### src/rtl/uart_lite_pkg.sv
// -----------------------------------------------------------------------------
// uart_lite_pkg
// Shared definitions for the uart_lite_periph memory-mapped UART:
//   - register offsets decoded from addr[3:2]
//   - STATUS register bit positions
//   - TX/RX frame FSM state type
//   - minimum legal baud divider and the clamp helper applied on writes
// -----------------------------------------------------------------------------
package uart_lite_pkg;

  // Register offsets (addr[3:2])
  localparam logic [1:0] REG_TXDATA = 2'd0;
  localparam logic [1:0] REG_RXDATA = 2'd1;
  localparam logic [1:0] REG_STATUS = 2'd2;
  localparam logic [1:0] REG_BAUD   = 2'd3;

  // STATUS bit positions
  localparam int ST_TX_FULL      = 0;
  localparam int ST_TX_EMPTY     = 1;
  localparam int ST_TX_BUSY      = 2;
  localparam int ST_RX_VALID     = 3;
  localparam int ST_TX_OVERFLOW  = 4;
  localparam int ST_RX_OVERRUN   = 5;
  localparam int ST_RX_FRAME_ERR = 6;
  localparam int ST_COUNT_LSB    = 8;

  // Smallest divider that still leaves a usable RX half-period sample point
  localparam logic [15:0] MIN_BAUD_DIV = 16'd3;

  typedef enum logic [1:0] {
    UART_IDLE,
    UART_START,
    UART_DATA,
    UART_STOP
  } uart_state_t;

  function automatic logic [15:0] clamp_baud(input logic [15:0] value);
    return (value < MIN_BAUD_DIV) ? MIN_BAUD_DIV : value;
  endfunction

endpackage

### src/rtl/uart_tx_fifo.sv
// -----------------------------------------------------------------------------
// uart_tx_fifo
// Synchronous first-word-fall-through FIFO holding bytes waiting for the
// serializer. A push while full is accepted only if a pop happens in the same
// cycle (the pop frees the slot first).
// Ports:
//   clk, rst    clock, synchronous active-low reset
//   push, wdata write request and byte
//   pop         read request (ignored when empty)
//   rdata       head-of-queue byte (valid while !empty)
//   full, empty occupancy flags
//   count       number of stored entries (0..DEPTH)
// -----------------------------------------------------------------------------
module uart_tx_fifo #(
  parameter int DEPTH = 8,
  parameter int WIDTH = 8
) (
  input  logic                     clk,
  input  logic                     rst,
  input  logic                     push,
  input  logic [WIDTH-1:0]         wdata,
  input  logic                     pop,
  output logic [WIDTH-1:0]         rdata,
  output logic                     full,
  output logic                     empty,
  output logic [$clog2(DEPTH):0]   count
);
  import uart_lite_pkg::*;

  localparam int AW = $clog2(DEPTH);

  logic [WIDTH-1:0] mem [DEPTH];
  logic [AW-1:0]    wr_ptr;
  logic [AW-1:0]    rd_ptr;
  logic             do_push;
  logic             do_pop;

  assign full    = (count == (AW+1)'(DEPTH));
  assign empty   = (count == '0);
  assign do_pop  = pop && !empty;
  assign do_push = push && (!full || do_pop);
  assign rdata   = mem[rd_ptr];

  always_ff @(posedge clk) begin
    if (!rst) begin
      wr_ptr <= '0;
      rd_ptr <= '0;
      count  <= '0;
    end else begin
      if (do_push) wr_ptr <= wr_ptr + 1'b1;
      if (do_pop)  rd_ptr <= rd_ptr + 1'b1;
      case ({do_push, do_pop})
        2'b10:   count <= count + 1'b1;
        2'b01:   count <= count - 1'b1;
        default: ;
      endcase
    end
  end

  // NOTE: the storage array has no reset; only pointers and count define
  // which entries are valid, so clearing the data would cost logic for nothing.
  always_ff @(posedge clk) begin
    if (do_push) mem[wr_ptr] <= wdata;
  end

endmodule

### src/rtl/uart_lite_periph.sv
// -----------------------------------------------------------------------------
// uart_lite_periph
// Memory-mapped 8N1 UART: TX FIFO + serializer, RX holding register, sticky
// error flags and a programmable baud divider (bit period = baud_div+1 clocks).
// Read data is registered: a read strobe in cycle N returns data in N+1.
// Build option: define UART_RX_EN to include the receiver; without it uart_rx
// is ignored, RXDATA reads 0 and STATUS bits 3, 5, 6 read 0.
// Ports:
//   clk, rst              clock, synchronous active-low reset
//   uart_mem_write_en     register write strobe
//   uart_mem_read_en      register read strobe
//   uart_mem_strobe       byte-lane enables
//   uart_mem_addr_o       byte address, only [3:2] decoded
//   uart_mem_write_data   write data
//   uart_mem_read_data    registered read data
//   uart_tx               serial out, idle high
//   uart_rx               serial in, asynchronous
// -----------------------------------------------------------------------------
module uart_lite_periph
  import uart_lite_pkg::*;
#(
  parameter int DATA_WIDTH       = 32,
  parameter int TX_FIFO_DEPTH    = 8,
  parameter int DEFAULT_BAUD_DIV = 433
) (
  input  logic                  clk,
  input  logic                  rst,
  input  logic                  uart_mem_write_en,
  input  logic                  uart_mem_read_en,
  input  logic [3:0]            uart_mem_strobe,
  input  logic [DATA_WIDTH-1:0] uart_mem_addr_o,
  input  logic [DATA_WIDTH-1:0] uart_mem_write_data,
  output logic [DATA_WIDTH-1:0] uart_mem_read_data,
  output logic                  uart_tx,
  input  logic                  uart_rx
);

  localparam int CW = $clog2(TX_FIFO_DEPTH) + 1;

  // ---------------------------------------------------------------------------
  // Bus decode
  // ---------------------------------------------------------------------------
  logic [1:0]  addr_sel;
  logic        wr_txdata;
  logic        wr_baud;
  logic        wr_status;
  logic [15:0] baud_wdata;
  logic [15:0] baud_div;

  assign addr_sel  = uart_mem_addr_o[3:2];
  assign wr_txdata = uart_mem_write_en && (addr_sel == REG_TXDATA) && uart_mem_strobe[0];
  assign wr_status = uart_mem_write_en && (addr_sel == REG_STATUS) && uart_mem_strobe[0];
  assign wr_baud   = uart_mem_write_en && (addr_sel == REG_BAUD) && (uart_mem_strobe[1:0] != 2'b00);

  // Lanes not enabled keep their current byte
  assign baud_wdata = {uart_mem_strobe[1] ? uart_mem_write_data[15:8] : baud_div[15:8],
                       uart_mem_strobe[0] ? uart_mem_write_data[7:0]  : baud_div[7:0]};

  // ---------------------------------------------------------------------------
  // TX FIFO
  // ---------------------------------------------------------------------------
  logic          tx_pop;
  logic [7:0]    fifo_rdata;
  logic          fifo_full;
  logic          fifo_empty;
  logic [CW-1:0] fifo_count;
  logic          tx_overflow;

  uart_tx_fifo #(
    .DEPTH (TX_FIFO_DEPTH),
    .WIDTH (8)
  ) u_tx_fifo (
    .clk   (clk),
    .rst   (rst),
    .push  (wr_txdata),
    .wdata (uart_mem_write_data[7:0]),
    .pop   (tx_pop),
    .rdata (fifo_rdata),
    .full  (fifo_full),
    .empty (fifo_empty),
    .count (fifo_count)
  );

  // ---------------------------------------------------------------------------
  // TX serializer
  // ---------------------------------------------------------------------------
  uart_state_t tx_state;
  uart_state_t tx_next;
  logic [15:0] tx_cnt;
  logic [2:0]  tx_bit;
  logic [7:0]  tx_shift;
  logic        tx_bit_end;

  assign tx_bit_end = (tx_cnt == '0);

  always_ff @(posedge clk) begin
    if (!rst) tx_state <= UART_IDLE;
    else      tx_state <= tx_next;
  end

  always_comb begin
    tx_next = tx_state;
    case (tx_state)
      UART_IDLE:  if (!fifo_empty) tx_next = UART_START;
      UART_START: if (tx_bit_end) tx_next = UART_DATA;
      UART_DATA:  if (tx_bit_end && (tx_bit == 3'd7)) tx_next = UART_STOP;
      // Chain straight into the next start bit so back-to-back bytes have no gap
      UART_STOP:  if (tx_bit_end) tx_next = fifo_empty ? UART_IDLE : UART_START;
      default:    tx_next = UART_IDLE;
    endcase
  end

  always_comb begin
    tx_pop  = 1'b0;
    uart_tx = 1'b1;
    case (tx_state)
      UART_IDLE:  tx_pop = !fifo_empty;
      UART_START: uart_tx = 1'b0;
      UART_DATA:  uart_tx = tx_shift[0];
      UART_STOP:  tx_pop = tx_bit_end && !fifo_empty;
      default:    ;
    endcase
  end

  // Bit timer reloads from baud_div at every boundary, so divider writes
  // apply from the next bit onward.
  always_ff @(posedge clk) begin
    if (!rst) begin
      tx_cnt   <= '0;
      tx_bit   <= '0;
      tx_shift <= '0;
    end else if (tx_pop) begin
      tx_shift <= fifo_rdata;
      tx_cnt   <= baud_div;
      tx_bit   <= '0;
    end else if (tx_state != UART_IDLE) begin
      if (tx_bit_end) begin
        tx_cnt <= baud_div;
        if (tx_state == UART_DATA) begin
          tx_shift <= tx_shift >> 1;
          tx_bit   <= tx_bit + 1'b1;
        end
      end else begin
        tx_cnt <= tx_cnt - 1'b1;
      end
    end
  end

  // ---------------------------------------------------------------------------
  // Receiver
  // ---------------------------------------------------------------------------
  logic [7:0] rx_data;
  logic       rx_valid;
  logic       rx_overrun;
  logic       rx_frame_err;

`ifdef UART_RX_EN
  logic [1:0]  rx_sync;
  logic        rx_s;
  logic        rx_prev;
  uart_state_t rx_state;
  uart_state_t rx_next;
  logic [15:0] rx_cnt;
  logic [2:0]  rx_bit;
  logic [7:0]  rx_shift;
  logic        rx_tick;
  logic        rx_start;
  logic        rx_sample;
  logic        rx_done;
  logic        rd_rxdata;

  assign rx_s      = rx_sync[1];
  assign rx_tick   = (rx_cnt == '0);
  assign rd_rxdata = uart_mem_read_en && (addr_sel == REG_RXDATA);

  always_ff @(posedge clk) begin
    if (!rst) rx_state <= UART_IDLE;
    else      rx_state <= rx_next;
  end

  always_comb begin
    rx_next = rx_state;
    case (rx_state)
      UART_IDLE:  if (rx_prev && !rx_s) rx_next = UART_START;
      // A start bit that reads high at its midpoint was a glitch
      UART_START: if (rx_tick) rx_next = rx_s ? UART_IDLE : UART_DATA;
      UART_DATA:  if (rx_tick && (rx_bit == 3'd7)) rx_next = UART_STOP;
      UART_STOP:  if (rx_tick) rx_next = UART_IDLE;
      default:    rx_next = UART_IDLE;
    endcase
  end

  always_comb begin
    rx_start  = 1'b0;
    rx_sample = 1'b0;
    rx_done   = 1'b0;
    case (rx_state)
      UART_IDLE: rx_start  = rx_prev && !rx_s;
      UART_DATA: rx_sample = rx_tick;
      UART_STOP: rx_done   = rx_tick;
      default:   ;
    endcase
  end

  always_ff @(posedge clk) begin
    if (!rst) begin
      rx_sync  <= 2'b11;
      rx_prev  <= 1'b1;
      rx_cnt   <= '0;
      rx_bit   <= '0;
      rx_shift <= '0;
    end else begin
      rx_sync <= {rx_sync[0], uart_rx};
      rx_prev <= rx_s;
      if (rx_start) begin
        // First sample lands mid start bit; later ones a full period apart
        rx_cnt <= baud_div >> 1;
        rx_bit <= '0;
      end else if (rx_state != UART_IDLE) begin
        if (rx_tick) begin
          rx_cnt <= baud_div;
          if (rx_sample) begin
            rx_shift <= {rx_s, rx_shift[7:1]};
            rx_bit   <= rx_bit + 1'b1;
          end
        end else begin
          rx_cnt <= rx_cnt - 1'b1;
        end
      end
    end
  end

  always_ff @(posedge clk) begin
    if (!rst) begin
      rx_data      <= '0;
      rx_valid     <= 1'b0;
      rx_overrun   <= 1'b0;
      rx_frame_err <= 1'b0;
    end else begin
      // A byte load beats a same-cycle RXDATA read clearing rx_valid
      if (rx_done && rx_s && !rx_valid) begin
        rx_data  <= rx_shift;
        rx_valid <= 1'b1;
      end else if (rd_rxdata) begin
        rx_valid <= 1'b0;
      end

      if (rx_done && rx_s && rx_valid)
        rx_overrun <= 1'b1;
      else if (wr_status && uart_mem_write_data[ST_RX_OVERRUN])
        rx_overrun <= 1'b0;

      if (rx_done && !rx_s)
        rx_frame_err <= 1'b1;
      else if (wr_status && uart_mem_write_data[ST_RX_FRAME_ERR])
        rx_frame_err <= 1'b0;
    end
  end
`else
  logic unused_rx;
  assign unused_rx    = uart_rx;
  assign rx_data      = '0;
  assign rx_valid     = 1'b0;
  assign rx_overrun   = 1'b0;
  assign rx_frame_err = 1'b0;
`endif

  // ---------------------------------------------------------------------------
  // Registers and read path
  // ---------------------------------------------------------------------------
  logic [15:0]           status;
  logic [DATA_WIDTH-1:0] read_mux;

  always_comb begin
    status                  = '0;
    status[ST_TX_FULL]      = fifo_full;
    status[ST_TX_EMPTY]     = fifo_empty;
    status[ST_TX_BUSY]      = !fifo_empty || (tx_state != UART_IDLE);
    status[ST_RX_VALID]     = rx_valid;
    status[ST_TX_OVERFLOW]  = tx_overflow;
    status[ST_RX_OVERRUN]   = rx_overrun;
    status[ST_RX_FRAME_ERR] = rx_frame_err;
    status[15:ST_COUNT_LSB] = 8'(fifo_count);
  end

  always_comb begin
    read_mux = '0;
    case (addr_sel)
      REG_RXDATA: read_mux[7:0]  = rx_data;
      REG_STATUS: read_mux[15:0] = status;
      REG_BAUD:   read_mux[15:0] = baud_div;
      default:    ;
    endcase
  end

  // NOTE: non-blocking assignments here mean a same-cycle read samples the
  // pre-write register values, which is exactly the required read/write order.
  always_ff @(posedge clk) begin
    if (!rst) begin
      uart_mem_read_data <= '0;
      baud_div           <= 16'(DEFAULT_BAUD_DIV);
      tx_overflow        <= 1'b0;
    end else begin
      if (uart_mem_read_en) uart_mem_read_data <= read_mux;
      if (wr_baud) baud_div <= clamp_baud(baud_wdata);
      // Push into a full FIFO with no simultaneous pop loses the byte
      if (wr_txdata && fifo_full && !tx_pop)
        tx_overflow <= 1'b1;
      else if (wr_status && uart_mem_write_data[ST_TX_OVERFLOW])
        tx_overflow <= 1'b0;
    end
  end

  logic unused_bus;
  assign unused_bus = ^{uart_mem_addr_o[DATA_WIDTH-1:4], uart_mem_addr_o[1:0],
                        uart_mem_write_data[DATA_WIDTH-1:16], uart_mem_strobe[3:2]};

endmodule

### config.mk
export PLATFORM = sky130hd
export DESIGN_NAME = uart_lite_periph
export DESIGN_NICKNAME = d
export VERILOG_FILES = /design/src/rtl/uart_lite_pkg.sv /design/src/rtl/uart_tx_fifo.sv /design/src/rtl/uart_lite_periph.sv
export SDC_FILE = /design/constraint.sdc
export NUM_CORES = 1
export LEC_CHECK = 0
export BUFFER_PORTS_ARGS = -buffer_cell sky130_fd_sc_hd__clkbuf_2
export CORE_ASPECT_RATIO = 1.2
export CORE_MARGIN = 2
export CORE_UTILIZATION = 40
export DETAILED_ROUTE_END_ITERATION = 10
export PLACE_DENSITY = 0.57
export SETUP_SLACK_MARGIN = 0.5
export SKIP_LAST_GASP = 1
export SLEW_MARGIN = 20
export SYNTH_ARGS = -nofsm -noshare
export SYNTH_HDL_FRONTEND = slang
export SYNTH_SLANG_ARGS = --single-unit
### constraint.sdc
create_clock -name clk -period 4.4 [get_ports clk]
set_input_delay 1.32 -clock clk [delete_from_list [all_inputs] [get_ports clk]]
set_output_delay 1.32 -clock clk [all_outputs]
set_load 0.03 [all_outputs]
## Yosys cells after proc, flatten, opt, wreduce, memory -nomap -nowiden

Memories as Yosys holds them, arrays and structs flattened. A register that Yosys moved wholly into a read port is not among the register bits.
Index checks and enable logic that the tools add are counted.

| storage, ports and cells | value |
|---|---|
| input port bits | 73 |
| word-level logic and storage cells | 92 |
| bits in registers | 72 |
| RAM bits | 64 |
| output and inout bits | 33 |
| memories kept | 1 |

| cells by class | value |
|---|---|
| mux-type cells | 27 |
| eq/ne operators | 13 |
| bitwise logic cells | 1 |
| reductions and logical operators | 33 |
| order comparisons | 1 |
| add/subtract/negate cells | 6 |

Memories:

| name | words | bits a word | rd ports | clocked after memory_dff | wr ports | RTL line | RTL |
|---|---|---|---|---|---|---|---|
| u_tx_fifo.mem | 8 | 8 | 1 | 1 | 1 | uart_tx_fifo.sv:32 | `logic [WIDTH-1:0] mem [DEPTH];` |

Operators with widths:

| kind | count |
|---|---|
| 16-bit two-way mux | 4 |
| 8-bit two-way mux | 6 |
| 8-bit case mux with 2 select lines | 2 |
| 16-bit logical NOT | 1 |
| 16-bit by 2-bit < comparator with 1-bit output, second input constant | 1 |
| 16-bit by 1-bit subtractor with 16-bit output, second input constant | 1 |
| 2-bit nonzero test | 7 |
| 1-bit logical AND | 13 |
| 2-bit equality test, second input constant | 5 |
| 3-bit by 1-bit adder with 3-bit output, second input constant | 3 |
| 2-bit two-way mux | 4 |
| 2-bit != test, second input constant | 4 |
| 2-bit case mux with 4 select lines | 1 |
| 4-bit case mux with 2 select lines | 1 |
| 3-bit two-way mux | 2 |
| 3-bit AND reduction | 2 |
| 1-bit two-way mux | 5 |
| 4-bit by 1-bit adder with 4-bit output, second input constant | 1 |
| 2-bit by 1-bit equality test with 1-bit output, second input constant | 2 |
| 4-bit equality test, second input constant | 1 |
| 2-bit logical NOT | 2 |
| 4-bit logical NOT | 1 |
| 1-bit case mux with 2 select lines | 2 |
| 4-bit AND reduction | 1 |
| other kinds (6) | 9 |

## Logic depth before layout (Yosys ltp)

| depth | value |
|---|---|
| depth in word-level cells | 9 |
| mapped depth | 14 |
| depth with buffers taken out | 13 |

## Hierarchy

A second synthesis with hierarchy kept.

| second synthesis, totals | value |
|---|---|
| cell total of the unflattened synthesis | 598 |
| area total of the unflattened synthesis | 6465.0 µm² |

By module, submodules not included:

| module | area each (µm²) | instances | cells an instance | seq. area each (µm²) |
|---|---|---|---|---|
| uart_lite_periph | 3258.1 | 1 | 417 | 1241.2 |
| uart_tx_fifo | 3206.8 | 1 | 181 | 2182.1 |

## Worst setup path after synthesis

Ideal clock, no wire load.

| timing path | value |
|---|---|
| path type | in2reg |
| start point | input uart_mem_strobe[0] |
| end point | register u_tx_fifo.count[2] |
| slack | 0.733 ns |
| library setup time | 0.070 ns |
| buffers on the path | 1 |
| required time | 4.330 ns |
| arrival | 3.596 ns |
| cell stages on the path | 12 |
| cells stage by stage | clkbuf_1 -> nor4bb_1 -> nand3_1 -> o21ai_2 -> inv_1 -> ha_1 -> xor2_1 -> ha_1 -> a21oi_1 -> xor2_1 -> or3_1 -> a21oi_1 |

| on the way | value |
|---|---|
| word-level cells in the longest chain between the ends | 4 |
| elaborated cells on any way between the ends | 6 |
| those cells by class | eq/ne: 2; mux: 1; reduce/logical: 3 |

Ends and longest elaborated chain:

| item | RTL line | RTL |
|---|---|---|
| from (decl) | uart_lite_periph.sv:30 | `input logic [3:0] uart_mem_strobe,` |
| 1-bit logical AND * | uart_lite_periph.sv:51 | `assign wr_txdata = uart_mem_write_en && (addr_sel == REG_TXDATA) && uart_mem_strobe[0];` |
| 1-bit logical AND * | uart_tx_fifo.sv:41 | `assign do_push = push && (!full \|\| do_pop);` |
| 2-bit by 1-bit equality test with 1-bit output or 2-bit equality test (tied branches) | uart_tx_fifo.sv:52 | `case ({do_push, do_pop})` |
| 4-bit case mux with 2 select lines or 2-bit nonzero test (tied branches) | n/a |  |
| to (signal assigned) | uart_tx_fifo.sv:53 | `2'b10: count <= count + 1'b1;` |
| to (signal assigned) | uart_tx_fifo.sv:54 | `2'b01: count <= count - 1'b1;` |
| to (decl) | uart_tx_fifo.sv:26 | `output logic [$clog2(DEPTH):0] count` |

Every way passes the cells marked *; elsewhere a longest branch is shown, timed or not.
A chain may end at the register's enable or synchronous reset.

## Worst setup path after layout

| timing path | value |
|---|---|
| start point | register tx_cnt[0] |
| end point | register u_tx_fifo.count[2] |

| on the way | value |
|---|---|
| word-level cells in the longest chain between the ends | 8 |
| elaborated cells on any way between the ends | 10 |
| those cells by class | eq/ne: 2; mux: 2; reduce/logical: 6 |

Ends and longest elaborated chain:

| item | RTL line | RTL |
|---|---|---|
| from (decl) | uart_lite_periph.sv:89 | `logic [15:0] tx_cnt;` |
| from (signal assigned) | uart_lite_periph.sv:134 | `tx_cnt <= baud_div;` |
| from (signal assigned) | uart_lite_periph.sv:138 | `tx_cnt <= baud_div;` |
| from (signal assigned) | uart_lite_periph.sv:144 | `tx_cnt <= tx_cnt - 1'b1;` |
| 16-bit logical NOT * | uart_lite_periph.sv:94 | `assign tx_bit_end = (tx_cnt == '0);` |
| 1-bit logical AND * | uart_lite_periph.sv:120 | `UART_STOP: tx_pop = tx_bit_end && !fifo_empty;` |
| 1-bit case mux with 2 select lines * | uart_lite_periph.sv:116 | `case (tx_state)` |
| 1-bit logical AND * | uart_tx_fifo.sv:40 | `assign do_pop = pop && !empty;` |
| 1-bit logical OR | uart_tx_fifo.sv:41 |  |
| 1-bit logical AND | uart_tx_fifo.sv:41 |  |
| 2-bit by 1-bit equality test with 1-bit output or 2-bit equality test (tied branches) | uart_tx_fifo.sv:52 |  |
| 4-bit case mux with 2 select lines or 2-bit nonzero test (tied branches) | n/a |  |

Marks and branches as above.

==> results_dict.tcl <==
set metrics [dict create \
    status "finished, final reports clean" \
    antenna_found_initial 0 \
    avgViaCountPerCell 5.514 \
    critPathKind "reg2reg" \
    place_congestion 0.8560 \
    first_iter_violations 340 \
    synth_seq_area_share_pct 55.01 \
    slew_viol_final 0 \
    layout_setup_ws_ns 0.7985 \
    clockRootBuffer "clkbuf_16" \
    max_slew_margin_pct 51.14 \
    numCtsBuffers 17 \
    ys_ff_latch 139 \
    clock_latency_ns 0.42 \
    layout.nets 704 \
    critPathLaunchType "register" \
    instances_no_fill 834 \
    synth_area_per_cell_um2 10.90 \
    worstMarginPinSlew_ns 0.7329 \
    pre_cts_slack_ns 0.5504 \
    wl_per_cell_um 17.79 \
    hpwlAfterDp_um 10400 \
    htree_levels 4 \
    grt_pass1_vias 4414 \
    synth-edff-count 64 \
    drc 0 \
    port_buffers 40 \
    wirelength_um 14840 \
    fill_cells 1440 \
    grt-ovfl-total 0 \
    die-area_um2 16580 \
    netlist_top_cells_area "edfxtp_1 (31%), dfxtp_1 (24%), mux4_2 (5.8%)" \
    crit_fanout 6 \
    arrival_ns 3.95 \
    rsz0062_at_grt "no" \
    synthFlopType "dfxtp_1" \
    postCtsSetupBuffers 0 \
    clk_pin_slew_ns 0.06 \
    drv_cap 0 \
    vdd_ir_drop_max_uv 325.0 \
    fin_setup_tns_ns 0 \
    fmaxAchievable_mhz 277.7 \
    hold_class "reg2reg" \
    area_growth_pct 16.18 \
    finalHoldViolCount 0 \
    synth_top_cell_by_area "edfxtp_1" \
    rows 49 \
    async_flop_share_pct 0 \
    numClockSinks 139 \
    postCtsHoldBufs 0 \
    setup_viol 0 \
    tritoncts "yes" \
    p_per_area_nw_per_um2 590.5 \
    synthDominantCellAreaShare_pct 30.88 \
    start_util_pct 41.26 \
    ys_types 58 \
    vias 4599 \
    synthCells 571 \
    p_leak_nw 2.620 \
    drive_above_1_share_pct 19.21 \
    grt_use_total_pct 18.40 \
    critPathCaptureType "register" \
    fin_util_pct 47.94 \
    placed_cells 803 \
    syn_area_um2 6223 \
    die_w_um 117.9 \
    first_pass_iters 5 \
    grt_start_max_net_pins 32 \
    yosysWarnings 0 \
    cts.path.max_buffers 2 \
    final.period_utilization_pct 81.85 \
    ant_nets 0 \
    finalPower_w 0.004270 \
    core_um2 15080 \
    antennaDiodeCount 0 \
    fin_crit_ns 3.601 \
    grt_pass1_wl_um 23390 \
    num_io_pins 106 \
    finClkSkew_ns 0.007193 \
    cp_data_required_time_ns 4.75 \
    post_cts_resized 0 \
    die_h_um 140.6 \
]
==> worst max-delay path: stages, from the launching register on <==
cell and delay (ns):
dfxtp_1 0.32, inv_1 0.09, ha_1 0.22, or4b_4 0.53
or4_1 0.67, o21ai_2 0.26, inv_1 0.09, ha_1 0.27
xor2_1 0.18, ha_1 0.19, a21oi_1 0.14, xor2_1 0.09
or3_1 0.32, a21oi_1 0.14
==> Yosys cell counts, drive strengths merged (2+ instances only) <==
| master | instances |
|---|---|
| nand2 | 67 |
| nor2 | 41 |
| a21oi | 46 |
| edfxtp | 64 |
| ha | 13 |
| xnor2 | 3 |
| o21ai | 22 |
| mux2i | 14 |
| o31ai | 3 |
| clkbuf | 21 |
| or2 | 2 |
| nor3 | 18 |
| or4b | 2 |
| a21o | 2 |
| a22oi | 3 |
| o221a | 2 |
| or4 | 8 |
| o311ai | 2 |
| nand2b | 8 |
| o21a | 4 |
| o22ai | 3 |
| a311oi | 3 |
| buf | 22 |
| dfxtp | 75 |
| inv | 17 |
| and3 | 4 |
| a2111oi | 2 |
| mux4 | 16 |
| xor2 | 5 |
| mux2 | 8 |
| or3 | 5 |
| nand3 | 20 |
| nor4 | 11 |
| a31oi | 11 |
| a211oi | 7 |
| o221ai | 2 |
==> flip-flops by register name, indices dropped and copies added, names as in the netlist, named ones only <==
| signal | flops |
|---|---|
| baud_div | 16 |
| tx_bit | 3 |
| tx_cnt | 16 |
| tx_overflow | 1 |
| tx_shift | 8 |
| tx_state | 2 |
| u_tx_fifo.count | 4 |
| u_tx_fifo.mem | 64 |
| u_tx_fifo.rd_ptr | 3 |
| u_tx_fifo.wr_ptr | 3 |
| uart_mem_read_data | 16 |
==> power by group <==
part | total (W) | internal (W) | switching [W]
combinational | 0.00128 | 0.000499 | 0.000786
clock | 0.00141 | 0.000878 | 0.000532
sequential | 0.00158 | 0.00145 | 0.000123
==> stage by stage <==
stage          hold WS, ns  instance area, µm²
6_report            0.4624                7231
2_1_floorplan       0.4350                6280
5_1_grt             0.4859                7231
4_1_cts             0.4661                7226
3_5_place_dp        0.4574                6646
3_3_place_gp        0.4481                6638
==> per-layer routing <==
layer	wire [µm]	track usage (%)	vias up	part of all wire, %
li1	-	-	2174	-
met1	5821	20.56	2246	39
met2	7898	33.11	145	53
met3	627	3.803	34	4.2
met4	490	9.512	0	3.3
met5	0	0	-	0
==> layout make-up <==
cell class                 instances  area (µm²)  share of cell area [%]
sequential                       139        3425                   47.36
clock inverter                    14       153.9                   2.128
tap                              204       255.2                   3.530
inverter                          17       63.81                  0.8825
multi-input combinational        387        2587                   35.78
timing repair buffer              56       320.3                   4.430
clock buffer                      17       425.4                   5.883
==> cells by family (layout without fill, tap and decap cells) <==
family                     count (synthesis)  after routing  share of synthesized area [%]
other                                      1             16                        0.06026
AOI/OAI and AO/OA                        120            120                          11.94
adders and majority gates                 13             13                          2.614
and+or+nand+nor                          192            192                          15.14
buffers and inverters                     60            104                          4.624
muxes                                     38             38                          9.489
DFF                                      139            139                          55.01
xor gates and xnor gates                   8              8                          1.126
==> placed cells by master (no fill, tap or decap), types with 3 or more instances in the layout <==
cell and count:
inv_1 17, o21a_1 4, o31ai_1 3, nand3_1 20, clkbuf_2 40, bufinv_16 3, mux2_2 8, a31oi_1 10
a211oi_1 7, ha_1 13, clkinv_1 3, nor3_1 17, nand2_1 67, a21oi_1 45, buf_4 16, and3_1 4
nand2b_1 8, or4_1 7, o22ai_1 3, nor2_1 41, xnor2_1 3, edfxtp_1 64, o21ai_0 21, a22oi_1 3
mux4_2 16, xor2_1 5, a311oi_1 3, mux2i_1 14, clkinv_2 4, nor4_1 10, or3_1 5, clkbuf_16 17
conb_1 16, dfxtp_1 74
==> final timing paths <==
check	startpoint	end	slack (ns)	depth (start not counted)
hold reg to reg	uart_mem_read_data[3]$_SDFFE_PN0P_	uart_mem_read_data[3]$_SDFFE_PN0P_	0.46	2
setup / recovery	tx_cnt[0]$_SDFFE_PN0P_	u_tx_fifo.count[2]$_SDFFE_PN0P_	0.80	13
hold / removal	uart_mem_read_data[3]$_SDFFE_PN0P_	uart_mem_read_data[3]$_SDFFE_PN0P_	0.46	2
setup reg to reg	tx_cnt[0]$_SDFFE_PN0P_	u_tx_fifo.count[2]$_SDFFE_PN0P_	0.80	13
Power figures use the tool's default switching activity.
